### config.mk
export PLATFORM = sky130hd
export DESIGN_NAME = downcount_event_monitor
export DESIGN_NICKNAME = d
export VERILOG_FILES = /design/src/rtl/downcount_event_monitor.sv
export SDC_FILE = /design/constraint.sdc
export NUM_CORES = 1
export LEC_CHECK = 0
export CAP_MARGIN = 20
export CORE_UTILIZATION = 39
export CTS_CLUSTER_DIAMETER = 80
export DETAILED_ROUTE_END_ITERATION = 12
export HOLD_SLACK_MARGIN = 0.05
export MAX_ROUTING_LAYER = met4
export PLACE_DENSITY = 0.67
export SYNTH_ARGS = -nofsm -noshare
export SYNTH_HDL_FRONTEND = slang
export SYNTH_SLANG_ARGS = --single-unit
### constraint.sdc
create_clock -name clk -period 2.65 [get_ports clk]
set_input_delay 0.3975 -clock clk [delete_from_list [all_inputs] [get_ports clk]]
set_output_delay 0.3975 -clock clk [all_outputs]
set_load 0.03 [all_outputs]
### src/rtl/downcount_event_monitor.sv
// Event monitor downstream of a 32-bit down counter: compare-match, underflow wrap
// and reload detection with pulses, sticky status, masked irq and a saturating match count.
module downcount_event_monitor #(
    parameter int unsigned WIDTH = 32,
    parameter int unsigned CNT_W = 8
) (
    input  logic             clk,
    input  logic             rst,
    input  logic [WIDTH-1:0] count_in,
    input  logic             count_valid,
    input  logic             cfg_we,
    input  logic [1:0]       cfg_addr,
    input  logic [WIDTH-1:0] cfg_wdata,
    output logic             match_pulse,
    output logic             wrap_pulse,
    output logic             reload_pulse,
    output logic [2:0]       status,
    output logic             irq,
    output logic [CNT_W-1:0] match_cnt
);

    logic [WIDTH-1:0] cmp_q, cmp_d;
    logic [WIDTH-1:0] prev_count_q, prev_count_d;
    logic             prev_valid_q, prev_valid_d;
    logic [2:0]       irq_en_q, irq_en_d;
    logic [2:0]       status_q, status_d;
    logic [CNT_W-1:0] cnt_q, cnt_d;
    logic             match_q, wrap_q, reload_q, irq_q;

    logic             ev_match, ev_wrap, ev_reload;
    logic [2:0]       status_clr;
    logic             cnt_clr;

    // Match is edge-qualified so a counter parked on cmp_val fires only once.
    always_comb begin
        ev_match  = count_valid && (count_in == cmp_q) &&
                    (!prev_valid_q || (prev_count_q != cmp_q));
        ev_wrap   = count_valid && prev_valid_q &&
                    (prev_count_q == '0) && (count_in == '1);
        ev_reload = count_valid && prev_valid_q &&
                    (count_in > prev_count_q) && !ev_wrap;
    end

    always_comb begin
        cmp_d        = cmp_q;
        irq_en_d     = irq_en_q;
        status_clr   = '0;
        cnt_clr      = 1'b0;
        prev_count_d = prev_count_q;
        prev_valid_d = prev_valid_q;
        if (cfg_we) begin
            case (cfg_addr)
                2'd0:    cmp_d      = cfg_wdata;
                2'd1:    irq_en_d   = cfg_wdata[2:0];
                2'd2:    status_clr = cfg_wdata[2:0];
                default: cnt_clr    = 1'b1;
            endcase
        end
        if (count_valid) begin
            prev_count_d = count_in;
            prev_valid_d = 1'b1;
        end
        // Set has priority over a same-cycle write-1-to-clear.
        status_d = (status_q & ~status_clr) | {ev_reload, ev_wrap, ev_match};
        cnt_d    = cnt_q;
        if (cnt_clr)
            cnt_d = ev_match ? CNT_W'(1) : '0;
        else if (ev_match && (cnt_q != '1))
            cnt_d = cnt_q + CNT_W'(1);
    end

    always_ff @(posedge clk) begin
        if (rst) begin
            cmp_q        <= '0;
            irq_en_q     <= '0;
            prev_count_q <= '0;
            prev_valid_q <= 1'b0;
            status_q     <= '0;
            cnt_q        <= '0;
            match_q      <= 1'b0;
            wrap_q       <= 1'b0;
            reload_q     <= 1'b0;
            irq_q        <= 1'b0;
        end else begin
            cmp_q        <= cmp_d;
            irq_en_q     <= irq_en_d;
            prev_count_q <= prev_count_d;
            prev_valid_q <= prev_valid_d;
            status_q     <= status_d;
            cnt_q        <= cnt_d;
            match_q      <= ev_match;
            wrap_q       <= ev_wrap;
            reload_q     <= ev_reload;
            irq_q        <= |(status_q & irq_en_q);
        end
    end

    assign match_pulse  = match_q;
    assign wrap_pulse   = wrap_q;
    assign reload_pulse = reload_q;
    assign status       = status_q;
    assign irq          = irq_q;
    assign match_cnt    = cnt_q;

endmodule
==> impl_metrics.csv, run 1 <==
group,metric,value,unit
grt,grt_max_degree,40,
power_and_ir_drop,intPower,0.002540,W
drt,remaining_antenna_violation_count_after_routing,0,
cts,numClockSinks,83,
place,post-place-ws,-22.83,ps
power_and_ir_drop,clkPwrFrac,42.6,%
cts,cts.clk_slew.worst_paths,60,ps
cts,cts_root_buffer,"sky130_fd_sc_hd__clkbuf_16",
synth,synthesized_nets,692,
timing,rsz0062_at_grt,"false",
setup_path,arrival,2580,ps
power_and_ir_drop,netSwitchingPower,0.0008748,W
drt,drt_iter0_drc,311,
drt,number_of_drc_violations_after_detailed_routing,0,
setup_path,critical_path.reg2reg.endpoint,"status[0]",
synth,synth.area.mux_share,7.998,%
cts,clk_latency,350,ps
synth,async_flop_share,0,%
setup_path,crit_slowest_cell,"sky130_fd_sc_hd__clkdlybuf4s50_1",
setup_path,path_cells,"clkdlybuf4s50_1, xor2_1, nor4_1, nand4_1, nor4b_1, o41a_2, a21oi_1, a41o_1",
finish,finalInstanceArea,0.006459,mm2
finish,fillers,1141,
setup_path,worst-r2r-setup-slack,470,ps
cts,cts_tree,"built",
cts,ctsHoldBuffers,0,
grt,first_global_vias,4439,
drt,routed_wirelength,14920,um
timing,period_minus_slack,2337,ps
synth,ys.flop_type,"sky130_fd_sc_hd__dfxtp_1",
drt,via_per_inst,5.180,
floorplanning,design.die.area,0.01297,mm2
timing,timing_max_transition_violations_final,0,
floorplanning,die_width,113.9,um
power_and_ir_drop,max-vdd-ir-drop,0.5030,mV
setup_path,critical_path_peak_fanout,11,
synth,synth_sequential_area_ratio,34.04,%
status,run_status,"complete, no violations",
timing,timing.final.crit_share,88.19,%
timing,timing.clock.skew,10.25,ps
grt,first_pass_grt_wire_length,23470,um
drt,via_count,4517,
cts,cts_inserted_buffers,9,
power_and_ir_drop,p_leak,2.660,nW
setup_path,r2r_start,"prev_count_q[7]",
power_and_ir_drop,power.share.switching,25.62,%
power_and_ir_drop,sequentialPowerShare,39.6,%
power_and_ir_drop,p_per_area,528.7,mW/mm2
synth,synth_adder_area_share,8.459,%
min_path,worstHoldPathType,"primary input to flip-flop",
finish,mostFrequentLayoutCell,"sky130_fd_sc_hd__nand2_1",
floorplanning,core_region_area,0.01211,mm2
synth,synthXorXnorAreaFrac,11.48,%
finish,layout_common_cells,"sky130_fd_sc_hd__nand2_1 (85), sky130_fd_sc_hd__dfxtp_1 (83), sky130_fd_sc_hd__clkdlybuf4s50_1 (82)",
setup_path,worst_setup_path_startpoint,"count_in[29]",
cts,total_setup_buffers_inserted_after_cts,0,
synth,syn_avg_cell_area,8.287,um2
cts,cts.htree.levels,3,
cts,ctsResizeCount,0,
finish,multi_input_area,0.003022,mm2
synth,synthDistinctLibCells,43,
setup_path,cp.required,2890,ps
finish,register_cell_area_after_layout,0.001662,mm2
finish,final_layout_size_suffix_gt1_share,7.955,%
synth,synth_top_family_by_area,"simple AND/OR/NAND/NOR gates",
floorplanning,die_y,113.9,um
floorplanning,number_of_placement_rows,40,
timing,max_slew_margin,50.41,%
grt,globalRouteOverflowTotal,0,
finish,synthToLayoutAreaGrowth,32.32,%
synth,cell_count_after_synthesis,589,
run,timing.max_cap.violations,0,
timing,max_freq,0.4279,GHz
synth,synth-compound-area-share,8.716,%
place,placement.io_buffers,84,
power_and_ir_drop,combinational_group_share_of_total_power,17.8,%
finish,final_nets,802,
synth,yosys.area_share.simple,25.15,%
place,routabilityCongestion,0.8884,
timing,hold_viol_final,0,
finish,insertedDiodeCount,0,
setup_path,timing.reg2reg.worst_path_depth,8,
timing,finalSetupViolCount,0,
setup_path,timing.critical_path.slowest_cell_delay,500,ps
timing,worst_pin_slew,743.8,ps
synth,synth-seq-cells,83,
synth,synth-edff-count,0,
grt,number_of_antenna_violations_at_the_first_check_in_global_routing,0,
drt,wirelength_per_cell,17.11,um
place,placement.cell_area,0.006115,mm2
drt,first_pass_iters,5,
place,hpwlAfterDp,12000,um
grt,grtUsageTotal,24.93,%
floorplanning,initial_utilization,40.30,%
synth,yosysWarnings,0,
setup_path,critical_path_class,"primary input to flip-flop",
setup_path,critical_path.endpoint,"match_cnt[1]",
synth,mappedNetlistArea,0.004881,mm2
cts,clockBufferDepth,2,
floorplanning,pin_count,85,
setup_path,critPathCaptureType,"flip-flop",
timing,layout_setup_ws,312.9,ps
setup_path,start_kind,"primary input",
## power groups by stage
stage | logic [W] | clock network [W] | registers (W)
3_3_place_gp | 0.000597 | 0 | 0.00138
2_1_floorplan | 0.000323 | 0 | 0.00137
5_1_grt | 0.000674 | 0.00153 | 0.00136
6_report | 0.000609 | 0.00145 | 0.00135
3_5_place_dp | 0.000605 | 0 | 0.00138
4_1_cts | 0.000609 | 0.00148 | 0.00135
## metal layers
metal  vias up  part of all wire (%)  global-route usage (%)  wire length (um)
met3        14                   4.7                   5.420               708
met1      2147                    46                   31.22              6833
met5         -                     0                       -                 0
met2        92                    48                   41.10              7180
met4         0                   1.3                   5.714               199
li1       2264                     -                       -                 -
## worst min path at each step
stage	start	end	slack (ps)	cells after the start
floorplan	irq_en_q[1]	irq_en_q[1]	460	2
global placement	match_cnt[4]	match_cnt[4]	470	2
detailed placement	match_cnt[4]	match_cnt[4]	480	2
CTS	rst	match_cnt[0]	430	3
global route	rst	match_cnt[0]	480	3
finish	rst	match_cnt[0]	440	3
## cells by family (layout without fill, tap and decap cells)
group	count (synthesis)	count (layout)
muxes	39	39
xor gates and xnor gates	64	64
and+or+nand+nor	244	244
DFF	83	83
buffers and inverters	53	168
adders and majority gates	33	33
AOI/OAI and AO/OA	73	73
## layout make-up
type | count | area share (%)
Clock buffer | 12 | 3.816
Timing Repair Buffer | 120 | 17.05
Tap cell | 168 | 3.255
Inverter | 32 | 1.860
Sequential cell | 83 | 25.73
Multi-Input combinational cell | 453 | 46.78
Clock inverter | 4 | 1.511
## per-stage QoR
stage	utilization [%]	hold slack [ps]	std cells	TNS (ps)	total power, W
6_report	53.33	444.8	872	0	0.003415
2_1_floorplan	-	462.3	589	0	0.001689
5_1_grt	53.33	476.0	872	0	0.003562
4_1_cts	53.33	429.6	872	0	0.003444
3_3_place_gp	50.49	469.4	856	0	0.001975
3_5_place_dp	50.49	484.5	856	-69.67	0.001985
## worst max-delay path: cells and delay by family
kind	cells	cell delay, ps
AO/OA/AOI/OAI	3	620
XOR/XNOR	1	210
buffers and inverters	1	500
AND/OR/NAND/NOR	3	860
## synthesized netlist by cell type (5+ instances only)
library cell / n / area share [%]
sky130_fd_sc_hd__nand2_1: 85 / 6.5
sky130_fd_sc_hd__dfxtp_1: 83 / 34
sky130_fd_sc_hd__nor2_1: 54 / 4.2
sky130_fd_sc_hd__a21oi_1: 45 / 4.6
sky130_fd_sc_hd__mux2i_1: 39 / 8.0
sky130_fd_sc_hd__xor2_1: 38 / 6.8
sky130_fd_sc_hd__ha_1: 33 / 8.5
sky130_fd_sc_hd__inv_1: 32 / 2.5
sky130_fd_sc_hd__nand4_1: 28 / 3.6
sky130_fd_sc_hd__xnor2_1: 26 / 4.7
sky130_fd_sc_hd__nor4_1: 19 / 2.4
sky130_fd_sc_hd__clkbuf_1: 17 / 1.3
sky130_fd_sc_hd__a21o_1: 10 / 1.5
sky130_fd_sc_hd__nand2b_1: 9 / 1.2
sky130_fd_sc_hd__and4_1: 8 / 1.4
sky130_fd_sc_hd__nand3_1: 8 / 0.82
sky130_fd_sc_hd__nor3_1: 5 / 0.51
## flip-flops by register name, indices dropped and copies added (netlist names)
signal / count
match_cnt: 8
match_pulse: 1
status: 3
prev_count_q: 32
cmp_q: 32
irq: 1
wrap_pulse: 1
reload_pulse: 1
prev_valid_q: 1
irq_en_q: 3
Note: power is estimated with default switching activity, not from simulation.
==> inputs of run 2 (changes only) <==
--- a/config.mk
+++ b/config.mk
@@ -6,12 +6,13 @@
 export NUM_CORES = 1
 export LEC_CHECK = 0
 export CAP_MARGIN = 20
-export CORE_UTILIZATION = 39
+export CORE_UTILIZATION = 51
 export CTS_CLUSTER_DIAMETER = 80
 export DETAILED_ROUTE_END_ITERATION = 12
 export HOLD_SLACK_MARGIN = 0.05
 export MAX_ROUTING_LAYER = met4
-export PLACE_DENSITY = 0.67
+export PLACE_DENSITY = 0.82
+export SLEW_MARGIN = 20
 export SYNTH_ARGS = -nofsm -noshare
 export SYNTH_HDL_FRONTEND = slang
 export SYNTH_SLANG_ARGS = --single-unit
==> run 2 against run 1 <==
Effect of this change: global-route usage grew 7.1 points; largest cell class unchanged; core utilization grew 14 points; flip-flop and latch count is the same; final area shrank 3.1%; critical path depth is the same.
==> impl_metrics.csv, run 2 (synthesis results as in run 1) <==
group,metric,value,unit
status,run_status,"complete, no violations",
setup_path,worst-r2r-setup-slack,470,ps
setup_path,timing.reg2reg.worst_path_depth,8,
cts,cts_root_buffer,"sky130_fd_sc_hd__clkbuf_8",
floorplanning,core_region_area,0.009240,mm2
timing,max_freq,0.4263,GHz
finish,layout.core_utilization,67.75,%
grt,first_global_vias,4766,
cts,ctsResizeCount,0,
timing,rsz0062_at_grt,"false",
setup_path,r2r_start,"prev_count_q[6]",
place,hpwlAfterDp,11490,um
cts,cts.htree.levels,3,
drt,number_of_drc_violations_after_detailed_routing,0,
setup_path,critical_path_class,"primary input to flip-flop",
cts,cts_inserted_buffers,9,
floorplanning,pin_count,85,
setup_path,start_kind,"primary input",
timing,hold_slack,472.5,ps
grt,grt_max_degree,36,
setup_path,cp.required,2940,ps
floorplanning,design.die.area,0.009966,mm2
timing,finalSetupViolCount,0,
cts,clockBufferDepth,2,
floorplanning,die_width,99.83,um
timing,timing_max_transition_violations_final,0,
grt,first_pass_grt_wire_length,23610,um
min_path,min_path_cells,5,
grt,number_of_antenna_violations_at_the_first_check_in_global_routing,1,
drt,first_pass_iters,4,
min_path,worstHoldPathType,"primary input to flip-flop",
finish,layout_common_cells,"sky130_fd_sc_hd__nand2_1 (85), sky130_fd_sc_hd__dfxtp_1 (83), sky130_fd_sc_hd__clkdlybuf4s50_1 (82)",
cts,cts.clk_slew.worst_paths,90,ps
timing,max_slew_margin,48.09,%
setup_path,critical_path.reg2reg.endpoint,"status[0]",
power_and_ir_drop,p_per_area,486.0,mW/mm2
cts,ctsHoldBuffers,0,
grt,globalRouteOverflowTotal,0,
power_and_ir_drop,max-vdd-ir-drop,0.2483,mV
floorplanning,die_y,99.83,um
finish,final_layout_size_suffix_gt1_share,7.450,%
drt,drt_iter0_drc,241,
min_path,holdPathEnd,"status[2]",
drt,via_count,4618,
cts,total_setup_buffers_inserted_after_cts,0,
drt,remaining_antenna_violation_count_after_routing,0,
setup_path,critical_path_peak_fanout,10,
setup_path,critPathCaptureType,"flip-flop",
timing,period_minus_slack,2346,ps
finish,synthToLayoutAreaGrowth,28.25,%
timing,timing.clock.skew,12.66,ps
place,placement.io_buffers,84,
floorplanning,number_of_placement_rows,35,
drt,via_per_inst,5.577,
finish,mostFrequentLayoutCell,"sky130_fd_sc_hd__nand2_1",
grt,grtUsageTotal,32.00,%
place,routabilityCongestion,0.9690,
run,timing.max_cap.violations,0,
cts,numClockSinks,83,
timing,worst_pin_slew,778.7,ps
timing,hold_viol_final,0,
power_and_ir_drop,p_leak,2.584,nW
floorplanning,initial_utilization,52.82,%
cts,cts_tree,"built",
cts,clk_latency,370,ps
drt,routed_wirelength,14510,um
setup_path,arrival,2630,ps
finish,final_nets,796,
min_path,hold_sp,"count_valid",
timing,timing.final.crit_share,88.53,%
drt,wirelength_per_cell,17.53,um
[run 2: power breakdown]
group / switching [W] / internal [W] / total [W]
clock: 0.000503 / 0.000586 / 0.00109
combinational: 0.000313 / 0.000289 / 0.000601
sequential: 0.0000566 / 0.00130 / 0.00135
[run 2: final cells by class]
| class | instances | area, um2 |
|---|---|---|
| diodes | 1 | 2.502 |
| flip-flops and latches | 83 | 1662 |
| clock inverters | 5 | 85.08 |
| fillers | 786 | 2980 |
| clock buffers | 11 | 151.4 |
| well taps | 129 | 161.4 |
| inverters | 32 | 120.1 |
| multi-input cells | 453 | 3022 |
| repair buffers | 114 | 1056 |
[run 2: how the worst max path moves through the flow]
stage | startpoint | slack, ps | to
6_report | count_in[6] | 300 | match_cnt[5]
4_1_cts | count_in[6] | 320 | match_cnt[5]
5_1_grt | count_in[6] | 250 | match_cnt[7]
2_1_floorplan | count_in[17] | 640 | match_pulse
3_3_place_gp | count_in[3] | 40 | match_cnt[1]
3_5_place_dp | count_in[6] | -40 | match_cnt[5]
[run 2: routing by layer]
layer  wire (um)  vias to the layer above  GRT usage, %
met2        6971                      155         52.73
met4         430                        0         13.57
met5           0                        -             -
li1            -                     2251             -
met1        6329                     2176         39.17
met3         778                       36         4.666
[run 2: per-stage QoR]
step / cells / setup slack, ps / TNS [ps] / total power [W] / cell area, um2
3_3_place_gp: 811 / 43.68 / 0 / 0.001955 / 6021
3_5_place_dp: 811 / -40.75 / -141.7 / 0.001972 / 6021
4_1_cts: 827 / 317.3 / 0 / 0.003051 / 6257
6_report: 828 / 304.0 / 0 / 0.003042 / 6260
5_1_grt: 828 / 245.2 / 0 / 0.003167 / 6260
2_1_floorplan: 589 / 636.1 / 0 / 0.001689 / 4881
[run 2: critical path: stages]
cell and delay [ps]:
sky130_fd_sc_hd__clkdlybuf4s50_1 510, sky130_fd_sc_hd__xor2_1 250, sky130_fd_sc_hd__nor4_1 330, sky130_fd_sc_hd__nand4_1 140
sky130_fd_sc_hd__nor4b_1 350, sky130_fd_sc_hd__o41a_2 320, sky130_fd_sc_hd__nand4_1 130, sky130_fd_sc_hd__mux2i_1 190
==> inputs of run 3 (changes only) <==
--- a/config.mk
+++ b/config.mk
@@ -12,6 +12,7 @@
 export HOLD_SLACK_MARGIN = 0.05
 export MAX_ROUTING_LAYER = met4
 export PLACE_DENSITY = 0.82
+export SKIP_LAST_GASP = 1
 export SLEW_MARGIN = 20
 export SYNTH_ARGS = -nofsm -noshare
 export SYNTH_HDL_FRONTEND = slang
==> results of run 3 <==
The final DEF is identical to that of run 2; final timing and power are the same.
